### src/rtl/mul_sequencer_if.sv
// Handshake and result bus between a pipeline controller and the
// iterative shift-add multiplier sequencer.
interface mul_sequencer_if #(
  parameter int XLEN = 64
);
  logic            start;
  logic            flush;
  logic [XLEN-1:0] op_a;
  logic [XLEN-1:0] op_b;
  logic [4:0]      rd_in;
  logic            busy;
  logic            stall;
  logic            done;
  logic [XLEN-1:0] result;
  logic [4:0]      rd_out;

  modport master (
    output start, flush, op_a, op_b, rd_in,
    input  busy, stall, done, result, rd_out
  );

  modport slave (
    input  start, flush, op_a, op_b, rd_in,
    output busy, stall, done, result, rd_out
  );
endinterface

### src/rtl/mul_sequencer.sv
// Iterative shift-add multiplier: one multiplier bit per RUN cycle, which ends
// early once the remaining multiplier bits are all zero.
module mul_sequencer #(
  parameter int XLEN = 64
) (
  input  logic            clk,
  input  logic            rst_n,
  mul_sequencer_if.slave  bus
);

  typedef enum logic [1:0] {
    IDLE = 2'd0,
    RUN  = 2'd1,
    DONE = 2'd2
  } state_e;

  state_e          state_q;
  logic [XLEN-1:0] mcand_q;
  logic [XLEN-1:0] mplier_q;
  logic [XLEN-1:0] acc_q;
  logic [4:0]      tag_q;
  logic [XLEN-1:0] result_q;
  logic [4:0]      rd_out_q;

  logic [XLEN-1:0] acc_d;
  logic [XLEN-1:0] mcand_d;
  logic [XLEN-1:0] mplier_d;
  logic            start_ok;

  // A start is only taken outside RUN and never alongside a flush.
  assign start_ok = bus.start && (state_q != RUN) && !bus.flush;

  always_comb begin
    acc_d    = mplier_q[0] ? (acc_q + mcand_q) : acc_q;
    mcand_d  = mcand_q << 1;
    mplier_d = mplier_q >> 1;
  end

  always_ff @(posedge clk) begin
    if (!rst_n) begin
      state_q  <= IDLE;
      mcand_q  <= '0;
      mplier_q <= '0;
      acc_q    <= '0;
      tag_q    <= '0;
      result_q <= '0;
      rd_out_q <= '0;
    end else if (bus.flush) begin
      // Flush drops the operation but leaves the last published result intact.
      state_q <= IDLE;
      acc_q   <= '0;
    end else begin
      case (state_q)
        IDLE, DONE: begin
          if (start_ok) begin
            state_q  <= RUN;
            mcand_q  <= bus.op_a;
            mplier_q <= bus.op_b;
            acc_q    <= '0;
            tag_q    <= bus.rd_in;
          end else begin
            state_q <= IDLE;
          end
        end
        RUN: begin
          if (mplier_q != '0) begin
            acc_q    <= acc_d;
            mcand_q  <= mcand_d;
            mplier_q <= mplier_d;
          end else begin
            state_q  <= DONE;
            result_q <= acc_q;
            rd_out_q <= tag_q;
          end
        end
        default: state_q <= IDLE;
      endcase
    end
  end

  assign bus.busy   = (state_q == RUN);
  assign bus.done   = (state_q == DONE);
  assign bus.stall  = (state_q == RUN) || start_ok;
  assign bus.result = result_q;
  assign bus.rd_out = rd_out_q;

endmodule

### src/flat_wrapper.sv
// flat-port wrapper written by rule: the top's interface ports become plain ports
module mul_sequencer_flat 
#(
  parameter int XLEN = 64
)
  (clk, rst_n, bus_start, bus_flush, bus_op_a, bus_op_b, bus_rd_in, bus_busy, bus_stall, bus_done, bus_result, bus_rd_out);
  mul_sequencer_if #(.XLEN(XLEN)) bus_i ();
  input  logic clk;
  input  logic rst_n;
  input wire logic [$bits(bus_i.start)-1:0] bus_start;
  input wire logic [$bits(bus_i.flush)-1:0] bus_flush;
  input wire logic [$bits(bus_i.op_a)-1:0] bus_op_a;
  input wire logic [$bits(bus_i.op_b)-1:0] bus_op_b;
  input wire logic [$bits(bus_i.rd_in)-1:0] bus_rd_in;
  output wire logic [$bits(bus_i.busy)-1:0] bus_busy;
  output wire logic [$bits(bus_i.stall)-1:0] bus_stall;
  output wire logic [$bits(bus_i.done)-1:0] bus_done;
  output wire logic [$bits(bus_i.result)-1:0] bus_result;
  output wire logic [$bits(bus_i.rd_out)-1:0] bus_rd_out;
  assign bus_i.start = bus_start;
  assign bus_i.flush = bus_flush;
  assign bus_i.op_a = bus_op_a;
  assign bus_i.op_b = bus_op_b;
  assign bus_i.rd_in = bus_rd_in;
  assign bus_busy = bus_i.busy;
  assign bus_stall = bus_i.stall;
  assign bus_done = bus_i.done;
  assign bus_result = bus_i.result;
  assign bus_rd_out = bus_i.rd_out;
  mul_sequencer #(.XLEN(XLEN)) u_core (.clk(clk), .rst_n(rst_n), .bus(bus_i));
endmodule
### config.mk
export PLATFORM = sky130hd
export DESIGN_NAME = mul_sequencer_flat
export DESIGN_NICKNAME = d
export VERILOG_FILES = /design/src/rtl/mul_sequencer_if.sv /design/src/rtl/mul_sequencer.sv /design/src/flat_wrapper.sv
export SDC_FILE = /design/constraint.sdc
export NUM_CORES = 1
export LEC_CHECK = 0
export CAP_MARGIN = 30
export CORE_MARGIN = 2
export CORE_UTILIZATION = 50
export CTS_CLUSTER_SIZE = 12
export DETAILED_ROUTE_END_ITERATION = 8
export PLACE_DENSITY = 0.75
export SETUP_SLACK_MARGIN = 0.5
export SYNTH_ARGS = -nofsm -noshare
export SYNTH_HDL_FRONTEND = slang
export SYNTH_SLANG_ARGS = --single-unit
### constraint.sdc
create_clock -name clk -period 3.5 [get_ports clk]
set_input_delay 0.525 -clock clk [delete_from_list [all_inputs] [get_ports clk]]
set_output_delay 0.525 -clock clk [all_outputs]
set_load 0.02 [all_outputs]
==> results of run 1 <==
cell usage after synthesis (11+ instances only):
cell type	n
a22oi_1	24
o21ai_0	56
nand3_1	150
a21oi_1	85
o21bai_1	11
nor2_1	72
inv_1	19
nand4_1	14
dfxtp_1	268
o21ai_1	12
o211a_1	128
a21o_1	21
nor4_1	21
ha_1	63
nand2_1	325
nor3_1	16
nor2b_1	84
clkbuf_1	101
xnor2_1	32
xor2_1	20
mux2i_1	74
timing repair:
action | in CTS | in global routing
resized for setup | 18 | 57
endpoints found under the setup margin | 13 | 24
pin swaps | 8 | 11
cloned | 0 | 1
buffers inserted | 7 | 3
logic make-up (layout without fill, tap and decap cells):
family                   count (synthesis)  after routing  share of synthesized area (%)
flip-flops                             268            268                          36.93
adder cells (fa/ha/maj)                 64             64                          5.564
buffers and inverters                  143            311                          4.005
multiplexers                            74             74                          5.099
XOR/XNOR                                52             52                          3.135
AO/OA/AOI/OAI                          413            413                          21.51
AND/OR/NAND/NOR                        733            734                          23.76
state kept, by name, indices dropped and copies added, names as in the netlist:
signal / flops
u_core.bus.rd_out: 5
u_core.bus.result: 64
u_core.tag_q: 5
u_core.acc_q: 64
u_core.mplier_q: 64
u_core.mcand_q: 64
u_core.state_q: 2
power by group through the flow:
stage	combinational (mW)	sequential, mW	clock [mW]
floorplan	0.459	3.28	0
CTS	0.739	3.24	3.38
global route	0.824	3.26	3.51
detailed placement	0.730	3.31	0
global placement	0.721	3.31	0
finish	0.755	3.25	3.33
final cells by class:
cell class | instances | share of cell area (%)
Clock buffer | 44 | 4.930
Sequential cell | 268 | 29.28
Timing Repair Buffer | 239 | 13.19
Tap cell | 384 | 2.619
Inverter | 19 | 0.4296
Multi-Input combinational cell | 1337 | 48.74
Clock inverter | 9 | 0.8115
per-layer routing:
layer	track usage [%]	vias up	share of wire, %
met1	32.47	6197	45
met3	5.249	68	6.3
met4	7.108	0	2.4
li1	-	6536	-
met5	0	-	0
met2	41.22	348	47
stage by stage:
stage,util [%],instance area [um2]
after floorplan,-,14530
after global placement,58.93,16870
after detailed placement,58.93,16870
after CTS,63.06,18050
after global routing,64.10,18350
final,64.10,18350
critical path, cell delays in order, from the launching register on:
cell,delay (ns)
dfxtp_1,0.34
ha_2,0.41
and3_1,0.21
nand4_2,0.16
or4_4,0.57
a21oi_4,0.18
o211ai_4,0.14
a31oi_4,0.24
a21oi_2,0.10
o211a_1,0.21
a211o_1,0.26
worst max-delay path by stage:
stage               depth (start not counted)                       startpoint                             to
global placement                           13     u_core.acc_q[0]$_SDFFE_PP0P_  u_core.acc_q[56]$_SDFFE_PP0P_
CTS                                         4   u_core.state_q[1]$_SDFFE_PP0P_                       bus_busy
finish                                     10  u_core.mcand_q[35]$_SDFFE_PN0P_  u_core.acc_q[62]$_SDFFE_PP0P_
detailed placement                         13   u_core.mcand_q[0]$_SDFFE_PN0P_  u_core.acc_q[62]$_SDFFE_PP0P_
global route                               11    u_core.acc_q[39]$_SDFFE_PP0P_  u_core.acc_q[63]$_SDFFE_PP0P_
floorplan                                  13     u_core.acc_q[0]$_SDFFE_PP0P_  u_core.acc_q[62]$_SDFFE_PP0P_
==> metrics, run 1 <==
reg2reg start u_core.mcand_q[35]$_SDFFE_PN0P_; Buffers on Ports 208; worst hold slack 0.4796 ns; Post-synth EDFFs 0; CTS tree built; die width 174.5 um; vias in the first global route 12,713; Worst slew margin 37.60%; minimum clock period 2.920 ns; FF-to-FF End u_core.acc_q[62]$_SDFFE_PP0P_; Hold Path Depth 2; Worst Hold Class reg2reg; static leakage 8.628 nW; die area 30,430 um2; most common cell after layout, fill and taps aside nand2_1; Total Nets Final 2,096; Setup TNS 0 ns; hpwl dp 27.10 mm; Synth area leaders dfxtp_1 37%, o211a_1 8.8%, nand2_1 8.4%; total CTS buffers 30; Hold EP u_core.acc_q[49]$_SDFFE_PP0P_; number of diodes 0; leading area contributor after synthesis dfxtp_1; Setup WS pre-CTS 0.2456 ns; via/cell ratio 5.717; First DRT Iteration DRCs 803; Site Rows 62; post-synth net total 1,948; clock tree buffer depth 3; largest net degree at the start of global routing 204; clk_skew 0.01249 ns; crit-path max FO 6; commonest cells after routing, fill and taps aside 321 x nand2_1, 262 x dfxtp_1, 207 x clkdlybuf4s50_1, 150 x nand3_1, 128 x o211a_1; Clk pin slew, worst setup/hold paths 0.06 ns; Layout fillers 2,434; Yosys cell types 72; sequential share of power 44.3%; Sequential Area 5373 um2; FFs w/ async S/R, synth 0%; post-route ant nets 0; initial antenna violation count 0; synth warn 0; RSZ-0062 raised after global routing true; Data arrival, critical path 3.37 ns; Die H 174.5 um; detailed-route via count 13,149; reg2reg setup slack 0.58 ns; H-tree depth 1; Yosys reg bits 268; clk sinks 268; drt drc 0; core area 28,630 um2; RD Place Congestion 0.9359; Power Internal 5.598 mW; overall power 7.336 mW; synthesized area per cell 8.315 um2; initial core utilization 50.75%; endpoints failing hold 0; f_max 0.3424 GHz; non-filler cells, final 2,300; Overall Global Routing Usage 24.80%; Pwr Density 399.9 nW/um2; cells after synthesis 1,747; startpoint class of the critical path flop; root buffer cell clkbuf_16; Slew @ Worst Pin 0.9360 ns; placed cell count 2,236; worst ir drop on vdd 0.0003644 V; Ports 209; Post-Route WL 39.59 mm; max_cap viols 0; Final period util 83.44%; drt pass-1 iters 5; first-pass GRT wire length 63.56 mm; drt wl/cell 17.21 um; Clock power frac 45.4%; Skew-Pair Late Insertion Delay 0.56 ns; top_reg_cell synth dfxtp_1; Final Max Tran Viols 0; share of post-route cells with drive strength above 1 8.612%; multi-input logic area 8942 um2; crit path capture type flop; switching power 1.738 mW; Sw Ratio 23.69%; WS Path Type reg2reg; run status complete, no violations; # setup viols final 0; hold buffers post-CTS 0; worst setup margin 0.5797 ns; P&R area growth vs syn 26.30%; Comb pwr share 10.3%; Hold Path Origin u_core.acc_q[49]$_SDFFE_PP0P_; Cell Area, Synth 14,530 um2; Worst EP required 3.95 ns; gr ovfl total 0; share of the synthesized area in the top cell type 36.93%; reg2reg path depth 10; post-synthesis sequential area ratio 36.93%
Power figures use the tool's default switching activity.
==> run 2, diff against run 1 <==
==> constraint.sdc (replaced) <==
create_clock -name clk -period 3 [get_ports clk]
set_input_delay 0.45 -clock clk [delete_from_list [all_inputs] [get_ports clk]]
set_output_delay 0.45 -clock clk [all_outputs]
set_load 0.02 [all_outputs]
==> run 2 against run 1 <==
Clock-buffer cell count is 7 lower; hold slack worse by 0.27 ns; combinational power is 38% higher; largest cell class unchanged.
==> metrics, run 2 (synthesized netlist as in run 1, its figures left out) <==
Die H 174.5 um (unchanged); Skew-Pair Late Insertion Delay 0.55 ns (about the same); Layout fillers 2,101 (-14%); placed cell count 2,263 (+1.2%); Placed Area 17,270 um2 (+2.3%); f_max 0.3509 GHz (+2.5%); Finished Cell Area 20,080 um2 (+9.4%); Final Max Tran Viols 0 (unchanged); Worst Hold Class in2reg; RSZ-0062 raised after global routing true; Setup WS pre-CTS 0.004607 ns (-0.2410 ns); static leakage 9.263 nW (+7.4%); WS Path Type reg2reg; max_cap viols 0 (unchanged); hold buffers post-CTS 0 (unchanged); H-tree depth 1 (unchanged); FF-to-FF End u_core.acc_q[40]$_SDFFE_PP0P_; post-route ant nets 0 (unchanged); non-filler cells, final 2,393 (+4.0%); # setup viols final 0 (unchanged); startpoint class of the critical path flop; Hold Path Origin rst_n; GRT met1 Usage 34.69% (+2.2 points); total CTS buffers 29 (-3.3%); overall power 8.247 mW (+12%); RD Place Congestion 0.9096 (-2.8%); CTS tree built; global-route met2 utilization 45.62% (+4.4 points); share of post-route cells with drive strength above 1 20.61% (+12 points); drt pass-1 iters 6 (+1); die area 30,430 um2 (unchanged); Layout Utilization 70.13% (+6.0 points); most common cell after layout, fill and taps aside nand2_1; crit path capture type flop; Clk pin slew, worst setup/hold paths 0.06 ns (about the same); minimum clock period 2.850 ns (-0.07054 ns); Post-Route WL 44.15 mm (+12%); number of diodes 0 (unchanged); gr ovfl total 0 (unchanged); Hold EP u_core.state_q[1]$_SDFFE_PP0P_; GR peak layer met2; initial core utilization 50.75% (unchanged); clock tree buffer depth 3 (unchanged); reg2reg setup slack 0.15 ns (-0.43 ns); clk_skew 0.009591 ns (-0.002896 ns); first-pass GRT wire length 67.83 mm (+6.7%); Buffers on Ports 208 (unchanged); Final period util 94.99% (+12 points); reg2reg start u_core.acc_q[7]$_SDFFE_PP0P_; initial antenna violation count 0 (unchanged); detailed-route via count 14,020 (+6.6%); Slew @ Worst Pin 0.9197 ns (-0.01628 ns); die width 174.5 um (unchanged); core area 28,630 um2 (unchanged); vias in the first global route 13,362 (+5.1%); M3 GR Usage 5.840% (+0.59 points); largest net degree at the start of global routing 203 (-0.49%); root buffer cell clkbuf_16; commonest cells after routing, fill and taps aside 315 x nand2_1, 213 x dfxtp_1, 206 x clkdlybuf4s50_1, 148 x nand3_1, 127 x o211a_1; crit-path max FO 4 (-2); clk sinks 268 (unchanged); worst ir drop on vdd 0.0003887 V (+6.7%); Data arrival, critical path 3.31 ns (-0.06 ns); run status complete, no violations; Site Rows 62 (unchanged); endpoints failing hold 0 (unchanged); Ports 209 (unchanged); First DRT Iteration DRCs 838 (+4.4%); Overall Global Routing Usage 26.81% (+2.0 points); drt drc 0 (unchanged); P&R area growth vs syn 38.20%; via/cell ratio 5.859 (+2.5%); Total Nets Final 2,194 (+4.7%); Worst EP required 3.46 ns (-0.49 ns); worst setup margin 0.1503 ns (-0.4295 ns); hpwl dp 28.03 mm (+3.4%); Hold Path Depth 2 (unchanged); Worst slew margin 38.69% (+1.1 points); reg2reg path depth 12 (+2); drt wl/cell 18.45 um (+7.2%); Pwr Density 410.8 nW/um2 (+2.7%)
## run 2: cell count changes in the layout (fill, tap and decap cells not counted), moves of 13 or more
| cell | previous run | this run |
|---|---|---|
| o21ai_2 | 0 | 13 |
| dfxtp_1 | 262 | 213 |
| ha_4 | 10 | 40 |
| ha_1 | 39 | 18 |
| buf_6 | 0 | 21 |
| a21oi_1 | 78 | 59 |
| a21oi_2 | 9 | 23 |
| o21ai_0 | 51 | 30 |
| dfxtp_2 | 6 | 48 |
| buf_4 | 23 | 98 |
## run 2: critical path, stage by stage (launching register included)
cell and delay, ns:
dfxtp_1 0.41, ha_4 0.25, a21oi_1 0.25, o21ai_2 0.16, a22o_1 0.23, a41oi_4 0.25, buf_4 0.19, nand2_2 0.07
o211a_4 0.28, o2111ai_2 0.20, a21oi_2 0.09, o21a_1 0.18, o31ai_2 0.20
## run 2: worst max path at each step
| stage | to | depth (start not counted) | start |
|---|---|---|---|
| floorplan | u_core.acc_q[62]$_SDFFE_PP0P_ | 13 | u_core.mcand_q[0]$_SDFFE_PN0P_ |
| CTS | u_core.acc_q[56]$_SDFFE_PP0P_ | 13 | u_core.acc_q[0]$_SDFFE_PP0P_ |
| global route | u_core.acc_q[54]$_SDFFE_PP0P_ | 13 | u_core.acc_q[17]$_SDFFE_PP0P_ |
| global placement | u_core.acc_q[53]$_SDFFE_PP0P_ | 11 | u_core.mcand_q[14]$_SDFFE_PN0P_ |
| detailed placement | u_core.acc_q[53]$_SDFFE_PP0P_ | 11 | u_core.acc_q[14]$_SDFFE_PP0P_ |
| finish | u_core.acc_q[40]$_SDFFE_PP0P_ | 12 | u_core.acc_q[7]$_SDFFE_PP0P_ |
## run 2: layer usage
layer  vias up  share of wire (%)  wire (um)
li1       6734                  -          -
met1      6726                 42      18620
met2       479                 49      21440
met3        81                7.3       3207
met4         0                2.0        880
met5         -                  0          0
## run 2: where the power goes
| part | switching (mW) | leakage [nW] | total, mW | internal (mW) |
|---|---|---|---|---|
| combinational | 0.501 | 6.62 | 1.04 | 0.534 |
| sequential | 0.125 | 2.20 | 3.81 | 3.68 |
| clock | 1.43 | 0.435 | 3.41 | 1.97 |
## run 2: layout make-up
| type | count | area, um2 | area share (%) |
|---|---|---|---|
| Clock buffer | 37 | 775.7 | 3.864 |
| Timing Repair Buffer | 337 | 3263 | 16.25 |
| Inverter | 19 | 72.57 | 0.3615 |
| Multi-Input combinational cell | 1338 | 9930 | 49.46 |
| Clock inverter | 10 | 102.6 | 0.5111 |
| Tap cell | 384 | 480.5 | 2.393 |
| Sequential cell | 268 | 5451 | 27.15 |
## run 2: repair_timing
action                                  CTS  global route
pin swaps                                67            72
gates cloned                              1             2
resized for setup                       166           131
endpoints found under the setup margin  197           185
buffers inserted                         44            36
## run 2: per-stage QoR
stage / hold WS [ns] / setup TNS [ns]
6_report: 0.2099 / 0
5_1_grt: 0.2065 / -0.002018
4_1_cts: 0.1906 / 0
3_5_place_dp: 0.4705 / 0
3_3_place_gp: 0.4604 / -0.004829
2_1_floorplan: 0.4421 / 0
==> run 3, diff against run 2 <==
--- a/config.mk
+++ b/config.mk
@@ -7,10 +7,10 @@
 export LEC_CHECK = 0
 export CAP_MARGIN = 30
 export CORE_MARGIN = 2
-export CORE_UTILIZATION = 50
-export CTS_CLUSTER_SIZE = 12
+export CORE_UTILIZATION = 30
+export CTS_CLUSTER_SIZE = 14
 export DETAILED_ROUTE_END_ITERATION = 8
-export PLACE_DENSITY = 0.75
+export PLACE_DENSITY = 0.5
 export SETUP_SLACK_MARGIN = 0.5
 export SYNTH_ARGS = -nofsm -noshare
 export SYNTH_HDL_FRONTEND = slang
==> constraint.sdc (replaced) <==
create_clock -name clk -period 3.5 [get_ports clk]
set_input_delay 0.525 -clock clk [delete_from_list [all_inputs] [get_ports clk]]
set_output_delay 0.525 -clock clk [all_outputs]
set_load 0.02 [all_outputs]
==> run 3 against run 2 <==
Flip-flop and latch count is the same; wire length grew 0.12%; worst setup slack gained 0.35 ns; global-route usage shrank 9.9 points; critical endpoint is now u_core.acc_q[62]$_SDFFE_PP0P_.
==> metrics, run 3 (synthesized netlist as in run 1, its figures left out) <==
run status complete, no violations; Clk pin slew, worst setup/hold paths 0.06 ns (about the same); via/cell ratio 5.124 (-13%); First DRT Iteration DRCs 698 (-17%); Worst slew margin 44.02% (+5.3 points); startpoint class of the critical path flop; RSZ-0062 raised after global routing true; largest net degree at the start of global routing 156 (-23%); Placed Area 17,130 um2 (-0.79%); crit-path max FO 3 (-1); Finished Cell Area 18,830 um2 (-6.2%); drt drc 0 (unchanged); Layout Utilization 39.43% (-31 points); total CTS buffers 34 (+17%); WS Path Type reg2reg; Overall Global Routing Usage 16.94% (-9.9 points); # setup viols final 0 (unchanged); clock tree buffer depth 3 (unchanged); root buffer cell clkbuf_16; gr ovfl total 0 (unchanged); reg2reg start u_core.mcand_q[0]$_SDFFE_PN0P_; commonest cells after routing, fill and taps aside 318 x nand2_1, 253 x dfxtp_1, 207 x clkdlybuf4s50_1, 150 x nand3_1, 127 x o211a_1; minimum clock period 2.998 ns (+0.1488 ns); post-route ant nets 0 (unchanged); core area 47,750 um2 (+67%); Setup TNS 0 ns (unchanged); Site Rows 80 (+29%); Slew @ Worst Pin 0.8397 ns (-0.07996 ns); clk sinks 268 (unchanged); Ports 209 (unchanged); clk_skew 0.01577 ns (+0.006180 ns); Total Nets Final 2,101 (-4.2%); share of post-route cells with drive strength above 1 10.34% (-10 points); Worst path max stage delay 0.39 ns (-0.02 ns); Pwr Density 404.1 nW/um2 (-1.6%); reg2reg setup slack 0.50 ns (+0.35 ns); crit path from u_core.mcand_q[0]$_SDFFE_PN0P_; Post-Route WL 44.20 mm (+0.12%); most common cell after layout, fill and taps aside nand2_1; hold buffers post-CTS 0 (unchanged); overall power 7.609 mW (-7.7%); static leakage 8.708 nW (-6.0%); endpoints failing hold 0 (unchanged); Setup WS pre-CTS 0.2386 ns (+0.2340 ns); reg2reg path depth 13 (+1); hpwl dp 31.00 mm (+11%); worst hold slack 0.3814 ns (+0.1715 ns); Worst EP required 3.92 ns (+0.46 ns); drt wl/cell 17.40 um (-5.7%); worst-path cell chain ha_4 -> inv_2 -> fa_2 -> nor2b_4 -> o2111ai_2 -> a21boi_2 -> a41oi_2 -> a21oi_2 -> o211ai_4 -> a31oi_4 -> a21oi_4 -> o211a_1 -> a211o_1; Die H 224.1 um (+28%); placed cell count 2,469 (+9.1%); Final Max Tran Viols 0 (unchanged); Worst Hold Class in2reg; Crit-path slowest cell fa_2; drt pass-1 iters 7 (+1); worst ir drop on vdd 0.0002383 V (-39%); RD Place Congestion 0.8434 (-7.3%); die area 50,200 um2 (+65%); CTS tree built; non-filler cells, final 2,540 (+6.1%); worst setup margin 0.5015 ns (+0.3512 ns); first-pass GRT wire length 68.87 mm (+1.5%); initial core utilization 30.42% (-20 points); f_max 0.3335 GHz (-5.0%); P&R area growth vs syn 29.60%; initial antenna violation count 6 (+6); Skew-Pair Late Insertion Delay 0.54 ns (about the same); die width 224.1 um (+28%); Buffers on Ports 208 (unchanged); vias in the first global route 12,696 (-5.0%); worst setup path end u_core.acc_q[62]$_SDFFE_PP0P_; Final period util 85.67% (-9.3 points); H-tree depth 2 (+1); Data arrival, critical path 3.42 ns (+0.11 ns); max_cap viols 0 (unchanged); detailed-route via count 13,014 (-7.2%); crit path capture type flop; FF-to-FF End u_core.acc_q[62]$_SDFFE_PP0P_
run 3: power breakdown:
part | internal (mW) | total, mW | switching [mW]
clock network | 2.22 | 3.59 | 1.37
logic | 0.371 | 0.764 | 0.392
registers | 3.16 | 3.25 | 0.0977
run 3: how the worst min path moves through the flow:
stage	start	to	slack [ns]	cells after the start
after floorplan	u_core.acc_q[52]$_SDFFE_PP0P_	u_core.acc_q[52]$_SDFFE_PP0P_	0.44	2
after global placement	u_core.acc_q[41]$_SDFFE_PP0P_	u_core.acc_q[41]$_SDFFE_PP0P_	0.46	2
after detailed placement	u_core.acc_q[0]$_SDFFE_PP0P_	u_core.acc_q[0]$_SDFFE_PP0P_	0.47	2
after CTS	rst_n	u_core.mcand_q[13]$_SDFFE_PN0P_	0.35	2
after global routing	rst_n	u_core.mcand_q[12]$_SDFFE_PN0P_	0.39	2
final	rst_n	u_core.mcand_q[13]$_SDFFE_PN0P_	0.38	2
run 3: critical path, delay by kind of cell (launching register included):
kind,cells,cell delay (ns)
AO/OA/AOI/OAI,9,1.81
adder cells (fa/ha/maj),2,0.53
flip-flops,1,0.36
AND/OR/NAND/NOR,1,0.14
buffers and inverters,1,0.04
run 3: timing repair:
action	4_1_cts	5_1_grt
cloned	1	0
resized for setup	22	90
setup endpoints to repair	50	29
setup buffers	4	5
pin swaps	7	29
run 3: final cells by class:
class                      instances  area, um2
sequential                       268       5389
inverter                          19      73.82
clock inverter                     9      105.1
tap                              615      769.5
fill                            4815      28920
clock buffer                      51       1049
timing repair buffer             240       2381
antenna                            1      2.502
multi-input combinational       1337       9057
run 3: routing by layer:
metal,wire (um),vias to the layer above,track usage [%]
met5,67,-,0
met4,1177,10,5.806
met3,2371,73,3.581
met2,19940,285,27.14
met1,20650,6090,22.54
li1,-,6556,-
